<file path="config.mk">
export PLATFORM = sky130hd
export DESIGN_NAME = mul16_seq
export DESIGN_NICKNAME = d
export VERILOG_FILES = /design/src/rtl/mul16_seq.sv
export SDC_FILE = /design/constraint.sdc
export NUM_CORES = 1
export LEC_CHECK = 0
export BUFFER_PORTS_ARGS = -buffer_cell sky130_fd_sc_hd__clkbuf_2
export CAP_MARGIN = 20
export CORE_MARGIN = 2
export CORE_UTILIZATION = 55
export CTS_BUF_LIST = sky130_fd_sc_hd__clkbuf_8
export DETAILED_ROUTE_END_ITERATION = 12
export PLACE_DENSITY_LB_ADDON = 0.3
export SYNTH_ARGS = -nofsm -noshare
export SYNTH_HDL_FRONTEND = slang
export SYNTH_SLANG_ARGS = --single-unit
</file>
<file path="constraint.sdc">
create_clock -name clk -period 4.7 [get_ports clk]
set_input_delay 0 -clock clk [delete_from_list [all_inputs] [get_ports clk]]
set_output_delay 0 -clock clk [all_outputs]
set_load 0.05 [all_outputs]
</file>
<file path="src/rtl/mul16_seq.sv">
// Iterative 16x16 unsigned shift-add multiplier built around one add16 adder.
// Optional macro MUL16_ZERO_SKIP_EN: a zero operand finishes in two cycles instead of seventeen.

module add16 (
  input  logic [15:0] A,
  input  logic [15:0] B,
  input  logic        CI,
  output logic [15:0] Sum,
  output logic        CO,
  output logic        G,
  output logic        P
);
  logic [15:0] w_g;
  logic [15:0] w_p;
  logic [3:0]  w_gg;
  logic [3:0]  w_gp;
  logic [16:0] w_c;

  assign w_g = A & B;
  assign w_p = A ^ B;

  // Four 4-bit lookahead groups; group carries ripple between groups.
  always_comb begin
    w_gg = '0;
    w_gp = '0;
    w_c  = '0;
    w_c[0] = CI;
    for (int k = 0; k < 4; k++) begin
      w_gp[k] = &w_p[4*k +: 4];
      w_gg[k] = w_g[4*k+3]
              | (w_p[4*k+3] & w_g[4*k+2])
              | (w_p[4*k+3] & w_p[4*k+2] & w_g[4*k+1])
              | (w_p[4*k+3] & w_p[4*k+2] & w_p[4*k+1] & w_g[4*k]);
      for (int i = 1; i < 4; i++) begin
        w_c[4*k+i] = w_g[4*k+i-1] | (w_p[4*k+i-1] & w_c[4*k+i-1]);
      end
      w_c[4*k+4] = w_gg[k] | (w_gp[k] & w_c[4*k]);
    end
  end

  assign Sum = w_p ^ w_c[15:0];
  assign CO  = w_c[16];
  assign G   = w_gg[3] | (w_gp[3] & (w_gg[2] | (w_gp[2] & (w_gg[1] | (w_gp[1] & w_gg[0])))));
  assign P   = &w_gp;
endmodule

module mul16_seq #(
  parameter int WIDTH = 16,
  parameter int CNT_W = 5
) (
  input  logic               clk,
  input  logic               rst_n,
  input  logic               start,
  input  logic [WIDTH-1:0]   A,
  input  logic [WIDTH-1:0]   B,
  output logic               busy,
  output logic               done,
  output logic [2*WIDTH-1:0] Prod
);
  typedef enum logic [1:0] {
    S_IDLE,
    S_RUN,
    S_DONE
  } state_t;

  state_t               r_state;
  logic [WIDTH-1:0]     r_acc_hi;
  logic [WIDTH-1:0]     r_acc_lo;
  logic [WIDTH-1:0]     r_mcand;
  logic [CNT_W-1:0]     r_cnt;
  logic                 r_busy;
  logic                 r_done;
  logic [2*WIDTH-1:0]   r_prod;

  logic [WIDTH-1:0]     w_sum;
  logic                 w_co;
  logic [WIDTH-1:0]     w_hi_sel;
  logic                 w_top_sel;
  logic [2*WIDTH-1:0]   w_next_acc;
  logic                 w_accept;
  logic                 w_last;

  add16 u_add16 (
    .A   (r_acc_hi),
    .B   (r_mcand),
    .CI  (1'b0),
    .Sum (w_sum),
    .CO  (w_co),
    .G   (),
    .P   ()
  );

  // The adder carry becomes bit 31 after the shift, so 0xFFFF*0xFFFF stays exact.
  assign w_hi_sel   = r_acc_lo[0] ? w_sum : r_acc_hi;
  assign w_top_sel  = r_acc_lo[0] ? w_co  : 1'b0;
  assign w_next_acc = {w_top_sel, w_hi_sel, r_acc_lo[WIDTH-1:1]};

  assign w_accept = start && ((r_state == S_IDLE) || (r_state == S_DONE));
  assign w_last   = (r_cnt == CNT_W'(WIDTH - 1));

  // NOTE: all state, including datapath registers, uses non-blocking assignments and
  // is cleared by the async reset so an abandoned operation leaves nothing behind.
  always_ff @(posedge clk or negedge rst_n) begin
    if (!rst_n) begin
      r_state  <= S_IDLE;
      r_acc_hi <= '0;
      r_acc_lo <= '0;
      r_mcand  <= '0;
      r_cnt    <= '0;
      r_busy   <= 1'b0;
      r_done   <= 1'b0;
      r_prod   <= '0;
    end else begin
      case (r_state)
        S_RUN: begin
          r_acc_hi <= w_next_acc[2*WIDTH-1:WIDTH];
          r_acc_lo <= w_next_acc[WIDTH-1:0];
          r_cnt    <= r_cnt + 1'b1;
          if (w_last) begin
            r_state <= S_DONE;
            r_busy  <= 1'b0;
            r_done  <= 1'b1;
            r_prod  <= w_next_acc;
          end
        end
        default: begin
          r_done <= 1'b0;
          if (w_accept) begin
            r_mcand  <= A;
            r_acc_hi <= '0;
            r_state  <= S_RUN;
`ifdef MUL16_ZERO_SKIP_EN
            // Zero operand: one pass over a cleared accumulator reaches DONE with Prod=0.
            if ((A == '0) || (B == '0)) begin
              r_acc_lo <= '0;
              r_cnt    <= CNT_W'(WIDTH - 1);
              r_busy   <= 1'b0;
            end else begin
              r_acc_lo <= B;
              r_cnt    <= '0;
              r_busy   <= 1'b1;
            end
`else
            r_acc_lo <= B;
            r_cnt    <= '0;
            r_busy   <= 1'b1;
`endif
          end else begin
            r_state <= S_IDLE;
          end
        end
      endcase
    end
  end

  assign busy = r_busy;
  assign done = r_done;
  assign Prod = r_prod;
endmodule

</file>
==> flow_summary.yaml, run 1 <==
run_status:
  status: "finished, final reports clean"
power:
  p_sw_share_pct: 47.4
  total_power_mw: 4.06
  seq_power_share_pct: 35.3
  share_comb_of_total_power_pct: 50.2
  intPower_mw: 2.14
  irDropWorstVdd_v: 0.000413
  clkPwrFrac_pct: 14.5
  p_leak_nw: 2.48
  p_sw_mw: 1.92
  power_density_nw_per_um2: 793
place:
  place_ws_ns: 1.56
  portBuffers: 68
  dp_cells: 552
  dp_hpwl_mm: 5.66
  place.gp.congestion: 0.808
worst_setup_path:
  r2r_cells: 11
  rr_endpoint: "Prod[26]"
  startpoint: "r_acc_hi[3]"
  rrSetupSlack_ns: 1.56
  cp_common_cell: "fa_1"
  cp_max_fo: 4
  startpoint_type: "register"
  worstSetupPathType: "register to register"
  max_stage_delay_ns: 0.41
  cp-end-kind: "register"
  worstPathArrival_ns: 3.35
  worstReg2RegStart: "r_acc_hi[3]"
  path_delay_family: "adder cells"
  worst-path-buf-inv: 1
  cp.required_ns: 4.91
  cp_slowest_cell: "dfrtp_1"
  worstPathCellList: "ha_1 -> a21o_1 -> a311oi_1 -> o21ai_1 -> inv_1 -> fa_1 -> fa_1 -> fa_1 -> xnor2_1 -> mux2i_1 -> o21ai_0"
timing:
  fin_setup_tns_ns: 0
  slew_headroom_pct: 31.7
  fin_crit_sh_pct: 66.8
  fin_hold_ws_ns: 0.0319
  grt_setup_unrepaired: "false"
  period_needed_ns: 3.14
  fin_skew_ns: 0.0115
  worstMarginPinSlew_ns: 1.02
  fmax_mhz: 318
  hold_violations: 0
  finalSetupViolCount: 0
  setup_slack_ns: 1.56
  slew_viol_final: 0
route:
  num_vias: 3195
  drt_iter0_markers: 163
  viasPerCell: 5.31
  routedWlPerCell_um: 14.6
  routed_wl_mm: 8.81
  drc_errors: 0
  final_antenna_net_count: 0
  drtPass1Iterations: 4
cts:
  cts.sinks: 88
  clock_latency_ns: 0.36
  clock_path_buffers: 2
  cts_hold_buf: 33
  cts_root_buf: "clkbuf_8"
  post_cts_buffers: 0
  cts_resized: 0
  numCtsBuffers: 9
  htree_levels: 3
  clkTransAtPathRegs_ns: 0.09
  cts_tree: "built"
grt:
  grt_pass1_wl_mm: 15.5
  grt_usage_pct: 23.4
  grt-ovfl-total: 0
  antenna_found_initial: 0
  grt_pass1_vias: 3296
  grt_max_degree: 89
synthesis:
  synthesis.nets: 469
  ys_warn_count: 0
  ys_seq_area_share_pct: 52.9
  synth-seq-cells: 88
  synth_area_per_cell_um2: 10.3
  synth_cells: 405
  synth_area_um2: 4160
  synth.distinct_cells: 36
floorplan:
  rows: 31
  dieWidth_um: 91.0
  die_area_um2: 8280
  pin_count: 69
  die_h_um: 91.0
  start_util_pct: 57.1
  core_um2: 7290
finish:
  drive_above_1_share_pct: 18.3
  antenna_cells: 0
  final_nets: 562
  final_cells: 602
  area_growth_pct: 23.0
worst_hold_path:
  hp-class: "input port to async pin"
job:
  drv_cap: 0
worst max path at each step:
| stage | slack (ns) | endpoint | cells past startpoint |
|---|---|---|---|
| after CTS | 1.54 | Prod[30] | 13 |
| after global placement | 1.66 | Prod[26] | 11 |
| after floorplan | 1.87 | r_acc_hi[13] | 11 |
| after global routing | 1.28 | r_acc_hi[9] | 11 |
| final | 1.56 | Prod[26] | 11 |
| after detailed placement | 1.56 | Prod[25] | 11 |
worst reg2reg max path: cells and delay by family (launching register included):
kind / cells / cell delay (ns)
buffers and inverters: 1 / 0.10
XOR/XNOR: 1 / 0.14
adder cells (fa/ha/maj): 4 / 1.55
flip-flops: 1 / 0.41
multiplexers: 1 / 0.18
AO/OA/AOI/OAI: 4 / 0.62
kinds of logic after synthesis:
family	Yosys count	share of synthesized area [%]
buffers and inverters	46	4.69
AOI/OAI and AO/OA	96	13.7
DFF	88	52.9
xor gates and xnor gates	4	0.842
adders and majority gates	29	10.7
muxes	20	5.26
and+or+nand+nor	122	11.8
cell usage after synthesis:
master,instances,area (um2)
a31oi_1,2,12.5
and3_1,2,12.5
mux2i_1,5,50.1
fa_1,11,220
a21oi_1,4,20.0
nand2_1,108,405
a21o_1,4,30.0
xnor2_1,4,35.0
buf_4,1,7.51
o21ai_1,2,10.0
mux2_1,15,169
nand2b_1,2,12.5
clkbuf_1,9,33.8
o2111ai_1,1,8.76
a22o_1,1,8.76
buf_6,1,11.3
dfrtp_1,88,2200
buf_1,1,3.75
and2b_2,1,8.76
nand3_1,4,20.0
inv_1,25,93.8
a22oi_1,16,120
nand2_2,1,6.26
o211ai_1,1,7.51
o211ai_2,1,12.5
nor2_1,1,3.75
a221o_1,1,10.0
a311oi_1,1,8.76
buf_2,9,45.0
a211oi_2,1,12.5
nor2_4,1,11.3
nand4_1,1,6.26
ha_1,18,225
o21ai_0,60,300
nor2b_1,1,6.26
a32oi_1,1,8.76
cell usage in the layout (no fill, tap or decap), drive strengths merged:
cell type    instances
ha                  18
nor2                 2
a22o                 1
mux2i                5
o2111ai              1
a22oi               16
nand2b               2
o211ai               2
a21o                 4
fa                  11
a32oi                1
nor2b                1
nand4                1
a211oi               1
a221o                1
buf                  3
bufinv               2
and2b                1
dlygate4sd3         33
nand3                4
inv                 28
and3                 2
nand2              109
dfrtp               88
xnor2                4
clkbuf              76
a21oi                4
clkinvlp             2
a311oi               1
mux2                15
a31oi                2
o21ai               62
per-layer routing:
layer | global-route usage (%) | wire, um | vias up
li1 | - | - | 1540
met1 | 32.1 | 4040 | 1568
met2 | 38.1 | 4230 | 73
met3 | 3.49 | 361 | 14
met4 | 8.84 | 173 | 0
met5 | 0 | 0 | -
power groups by stage:
| stage | Clock [mW] | Combinational [mW] | Sequential, mW |
|---|---|---|---|
| after floorplan | 0 | 1.11 | 1.85 |
| after global placement | 0 | 1.94 | 1.43 |
| after detailed placement | 0 | 2.02 | 1.45 |
| after CTS | 0.600 | 2.05 | 1.43 |
| after global routing | 0.633 | 2.30 | 1.49 |
| final | 0.589 | 2.04 | 1.43 |
stage by stage:
stage	cell area [um2]	util, %
final	5120	70.2
after global placement	4540	62.2
after floorplan	4160	-
after CTS	5090	69.8
after global routing	5120	70.2
after detailed placement	4540	62.2
layout make-up:
cell class	instances	area, um2
Clock buffer	9	124
Clock inverter	7	101
Fill cell	575	2170
Inverter	25	93.8
Multi-Input combinational cell	271	1770
Sequential cell	88	2200
Tap cell	99	124
Timing Repair Buffer	103	708
state kept, by name, summed over array words and instances, names as in the netlist:
| name | flops |
|---|---|
| r_mcand | 16 |
| r_cnt | 5 |
| busy | 1 |
| r_acc_hi | 16 |
| r_state | 1 |
| Prod | 32 |
| r_acc_lo | 16 |
| done | 1 |
(Power assumes the default switching activity.)
==> run 2, diff against run 1 <==
==> constraint.sdc (replaced) <==
create_clock -name clk -period 3.24 [get_ports clk]
set_input_delay 0 -clock clk [delete_from_list [all_inputs] [get_ports clk]]
set_output_delay 0 -clock clk [all_outputs]
set_load 0.05 [all_outputs]
==> run 2 against run 1 <==
Effect of this change:
- sequential cell count unchanged
- critical path depth increased by 2
- sequential power increased by 45%
- routed wire length increased by 4.2%
- maximum frequency increased by 2.9%
- register-to-register slack got worse by 1.4 ns
- critical endpoint is now r_acc_hi[14]
- largest power group unchanged
==> flow_summary.yaml, run 2 (same netlist as run 1, synthesis figures left out) <==
power:
  irDropWorstVdd_v: 0.000715
  total_power_mw: 5.96
  intPower_mw: 3.09
  p_sw_mw: 2.87
  clkPwrFrac_pct: 13.1
  power_density_nw_per_um2: 1160
  share_comb_of_total_power_pct: 52.2
  p_sw_share_pct: 48.2
  p_leak_nw: 2.50
  seq_power_share_pct: 34.6
finish:
  finish.utilization_pct: 70.7
  final_nets: 567
  seqCellArea_um2: 2200
  fillCellCount: 542
  layout_common_cells: "nand2_1 (108), dfrtp_1 (88), clkbuf_2 (67)"
  antenna_cells: 0
  final_common_cell: "nand2_1"
  final_cell_area_um2: 5150
  drive_above_1_share_pct: 19.7
  multi_input_area_um2: 1780
  area_growth_pct: 23.8
  largest_reg_flops: 32
worst_setup_path:
  worstPathCellList: "ha_1 -> a21o_1 -> a311oi_1 -> o21ai_2 -> a31oi_1 -> fa_1 -> fa_1 -> inv_1 -> fa_1 -> xnor2_1 -> nand2_1 -> o21ai_0 -> o21ai_0"
  worstPathArrival_ns: 3.25
  cp_common_cell: "fa_1"
  r2r_cells: 13
  cp-end-kind: "register"
  startpoint: "r_acc_hi[1]"
  cp_max_fo: 4
  cp_slowest_cell: "dfrtp_1"
  rrSetupSlack_ns: 0.19
  cp.required_ns: 3.44
  worstSetupPathType: "register to register"
  max_stage_delay_ns: 0.43
  startpoint_type: "register"
  worstReg2RegStart: "r_acc_hi[1]"
timing:
  worstMarginPinSlew_ns: 0.896
  slew_viol_final: 0
  fin_setup_tns_ns: 0
  hold_violations: 0
  fmax_mhz: 328
  fin_hold_ws_ns: 0.0329
  fin_skew_ns: 0.00961
  period_needed_ns: 3.05
  fin_crit_sh_pct: 94.2
  slew_headroom_pct: 40.1
  finalSetupViolCount: 0
job:
  drv_cap: 0
floorplan:
  start_util_pct: 57.1
  rows: 31
  pin_count: 69
  die_area_um2: 8280
  core_um2: 7290
  die_h_um: 91.0
  dieWidth_um: 91.0
cts:
  htree_levels: 3
  clock_path_buffers: 2
  cts_tree: "built"
  numCtsBuffers: 9
  clock_latency_ns: 0.36
  clkTransAtPathRegs_ns: 0.09
  cts.sinks: 88
  cts_root_buf: "clkbuf_8"
worst_hold_path:
  hp-class: "input port to async pin"
route:
  routed_wl_mm: 9.18
  final_antenna_net_count: 0
  drtPass1Iterations: 4
  viasPerCell: 5.34
  drc_errors: 0
  routedWlPerCell_um: 15.1
  num_vias: 3240
  drt_iter0_markers: 218
grt:
  grt-ovfl-total: 0
  grt_pass1_vias: 3392
  grt_pass1_wl_mm: 16.1
  antenna_found_initial: 0
  grt_max_degree: 89
  grt_usage_pct: 24.3
place:
  dpl_cell_area_um2: 4560
  place.gp.congestion: 0.812
  dp_hpwl_mm: 5.75
  portBuffers: 68
run_status:
  status: "finished, final reports clean"
==> run 2: worst paths after layout <==
kind | to
setup / recovery | r_acc_hi[14]
hold / removal | Prod[25]
setup reg to reg | r_acc_hi[14]
hold reg to reg | Prod[22]
max in group asynchronous | r_mcand[1]
min in group clk | busy
==> run 2: through the flow <==
stage / instances / setup slack (ns)
finish: 607 / 0.187
global route: 607 / -0.00105
CTS: 604 / 0.0339
detailed placement: 555 / 0.0446
global placement: 555 / 0.221
floorplan: 405 / 0.407
==> run 2: routing by layer <==
| metal | wire, um | vias up | global-route usage [%] |
|---|---|---|---|
| met5 | 0 | - | 0 |
| met4 | 127 | 0 | 7.32 |
| met3 | 390 | 11 | 5.56 |
| met2 | 4470 | 73 | 40.1 |
| met1 | 4190 | 1600 | 32.3 |
| li1 | - | 1556 | - |
==> run 2: what timing repair did <==
action                                  in CTS  in global routing
endpoints found under the hold margin      120                  0
gates resized for setup                      0                  3
endpoints found under the setup margin       0                  8
hold buffers                                33                  0
setup buffers                                0                  2
==> run 2: power by group through the flow <==
stage	Sequential, mW	Clock (mW)	Combinational [mW]
final	2.07	0.783	3.11
after global routing	2.15	0.848	3.49
after CTS	2.05	0.798	3.04
after detailed placement	2.07	0	2.99
after global placement	2.04	0	2.86
after floorplan	2.68	0	1.61
==> run 2: final cells by class <==
class                           instances  share of cell area (%)
Clock inverter                          7                    1.53
Tap cell                               99                    2.40
Timing Repair Buffer                  108                    14.5
Sequential cell                        88                    42.7
Inverter                               25                    1.82
Multi-Input combinational cell        271                    34.6
Clock buffer                            9                    2.40
==> run 2: worst max-delay path: cells and delay by family (launching register included) <==
| family | cells | cell delay (ns) |
|---|---|---|
| compound gates | 6 | 1.07 |
| xor+xnor | 1 | 0.18 |
| fa+ha+maj | 4 | 1.10 |
| buf+inv | 1 | 0.05 |
| flops | 1 | 0.43 |
| simple gates | 1 | 0.06 |
==> run 3, diff against run 2 <==
--- a/config.mk
+++ b/config.mk
@@ -14,4 +14,5 @@
 export PLACE_DENSITY_LB_ADDON = 0.3
 export SYNTH_ARGS = -nofsm -noshare
 export SYNTH_HDL_FRONTEND = slang
+export SYNTH_HIERARCHICAL = 1
 export SYNTH_SLANG_ARGS = --single-unit
==> run 3 against run 2 <==
Effect of this change:
- design area rose by 3.1%
- worst setup slack got worse by 0.028 ns
- maximum frequency fell by 0.91%
- register-to-register slack got worse by 0.03 ns
- first-iteration DRC count fell by 41%
- utilization fell by 0.81 points
- non-clock buffer count rose by 3
- critical path depth fell by 2
- highest routed layer unchanged
- sequential power barely moved
- cell count fell by 2.3%
- area after synthesis rose by 2.5%
- die area rose by 2.4%
==> flow_summary.yaml, run 3 <==
place:
  dp_cells: 541
  place.gp.congestion: 0.815
  dp_hpwl_mm: 6.02
  place_ws_ns: 0.0632
  dpl_cell_area_um2: 4670
  portBuffers: 68
timing:
  worstMarginPinSlew_ns: 0.938
  fin_crit_sh_pct: 95.1
  hold_violations: 0
  fin_skew_ns: 0.0153
  fmax_mhz: 325
  finalSetupViolCount: 0
  slew_viol_final: 0
  period_needed_ns: 3.08
  slew_headroom_pct: 37.5
  setup_slack_ns: 0.159
synthesis:
  ys_warn_count: 6
  synth_area_per_cell_um2: 11.0
  synthesis.nets: 452
  synth_cells: 387
  synth_area_um2: 4260
worst_setup_path:
  startpoint: "r_acc_hi[2]"
  rr_endpoint: "Prod[30]"
  max_stage_delay_ns: 0.45
  rrSetupSlack_ns: 0.16
  cp.depth: 11
  worstPathArrival_ns: 3.32
  cp.required_ns: 3.48
  startpoint_type: "register"
  cp_max_fo: 3
  path_delay_family: "adder cells"
  cp-end-kind: "register"
  cp_slowest_cell: "dfrtp_2"
  worstSetupPathType: "register to register"
  crit_end: "Prod[30]"
  worstReg2RegStart: "r_acc_hi[2]"
  worst-path-buf-inv: 0
  r2r_cells: 11
  worstPathCellList: "ha_4 -> a21oi_1 -> o221ai_2 -> a21oi_2 -> o21bai_2 -> fa_2 -> fa_1 -> fa_1 -> xor2_1 -> mux2i_1 -> o21ai_0"
  cp_common_cell: "fa_1"
floorplan:
  pin_count: 69
  core_um2: 7610
  die_area_um2: 8470
  die_h_um: 92.0
  rows: 32
  dieWidth_um: 92.0
  start_util_pct: 56.0
finish:
  final_cell_area_um2: 5310
  antenna_cells: 0
  drive_above_1_share_pct: 25.1
  finish.utilization_pct: 69.9
  fillCellCount: 560
  layout_common_cells: "nand2_1 (87), dfrtp_1 (86), clkbuf_2 (67)"
  final_common_cell: "nand2_1"
  final_cells: 593
  area_growth_pct: 24.7
  final_nets: 551
  largest_reg_flops: 32
grt:
  met3_usage_pct: 6.33
  grt_pass1_vias: 3316
  use_met2_pct: 38.8
  grt_usage_pct: 24.0
  grt_max_degree: 89
  globalRoute.busiestLayer: "met2"
  grt-ovfl-total: 0
  grtUsageMet1_pct: 31.5
  grt_pass1_wl_mm: 15.8
  antenna_found_initial: 0
power:
  power_density_nw_per_um2: 1110
  p_leak_nw: 2.69
  share_comb_of_total_power_pct: 49.6
  clkPwrFrac_pct: 15.1
  p_sw_share_pct: 46.3
  seq_power_share_pct: 35.3
  total_power_mw: 5.91
  irDropWorstVdd_v: 0.000595
  p_sw_mw: 2.73
  intPower_mw: 3.18
worst_hold_path:
  hp-class: "input port to async pin"
cts:
  cts_tree: "built"
  cts_root_buf: "clkbuf_8"
  numCtsBuffers: 9
  cts.sinks: 88
  htree_levels: 3
  clock_path_buffers: 2
  clock_latency_ns: 0.37
  clkTransAtPathRegs_ns: 0.10
route:
  routedWlPerCell_um: 16.4
  final_antenna_net_count: 0
  num_vias: 3261
  drtPass1Iterations: 4
  drt_iter0_markers: 129
  routed_wl_mm: 9.71
  viasPerCell: 5.50
  drc_errors: 0
job:
  drv_cap: 0
run_status:
  status: "finished, final reports clean"
## run 3: cell types whose count changed in the layout (fill, tap and decap cells not counted), sizes merged, moves of 3 or more
cell	change
inv	-3
o2bb2ai	+17
buf	+3
nand3	+12
nand2	-22
o21ai	-41
mux2i	+13
## run 3: through the flow
stage	TNS [ns]	hold slack [ns]
5_1_grt	-0.0147	0.173
6_report	0	0.152
3_3_place_gp	0	0.191
4_1_cts	0	0.148
3_5_place_dp	0	0.194
2_1_floorplan	0	-0.296
## run 3: worst min path at each step
stage	startpoint	end	slack [ns]	depth (start not counted)
floorplan	rst_n	Prod[0]	-0.30	0
global placement	A[7]	r_mcand[7]	0.19	3
detailed placement	A[10]	r_mcand[10]	0.19	3
CTS	start	busy	0.15	3
global route	start	busy	0.17	3
finish	rst_n	Prod[23]	0.15	2
## run 3: routing by layer
metal | vias to the layer above | wire length, um
met5 | - | 0
met4 | 0 | 259
met3 | 27 | 398
met2 | 93 | 4830
met1 | 1621 | 4230
li1 | 1520 | -
## run 3: area by class of cell
class | instances | area (um2) | share of cell area (%)
timing repair buffer | 111 | 761 | 14.3
multi-input combinational | 255 | 1910 | 35.9
clock inverter | 6 | 97.6 | 1.84
sequential | 88 | 2200 | 41.5
clock buffer | 10 | 138 | 2.59
inverter | 21 | 78.8 | 1.48
tap | 102 | 128 | 2.40
## run 3: repair_timing
action                                 4_1_cts  5_1_grt
setup endpoints to repair                    0        4
gates resized for setup                      0        7
buffers inserted                             0        2
hold buffers                                33        0
endpoints found under the hold margin      120        0
## run 3: power by group through the flow
stage	registers (mW)	logic, mW	clock network [mW]
2_1_floorplan	2.52	1.64	0
3_5_place_dp	2.08	2.80	0
6_report	2.09	2.93	0.893
4_1_cts	2.06	2.85	0.900
3_3_place_gp	2.05	2.68	0
5_1_grt	2.16	3.25	0.945
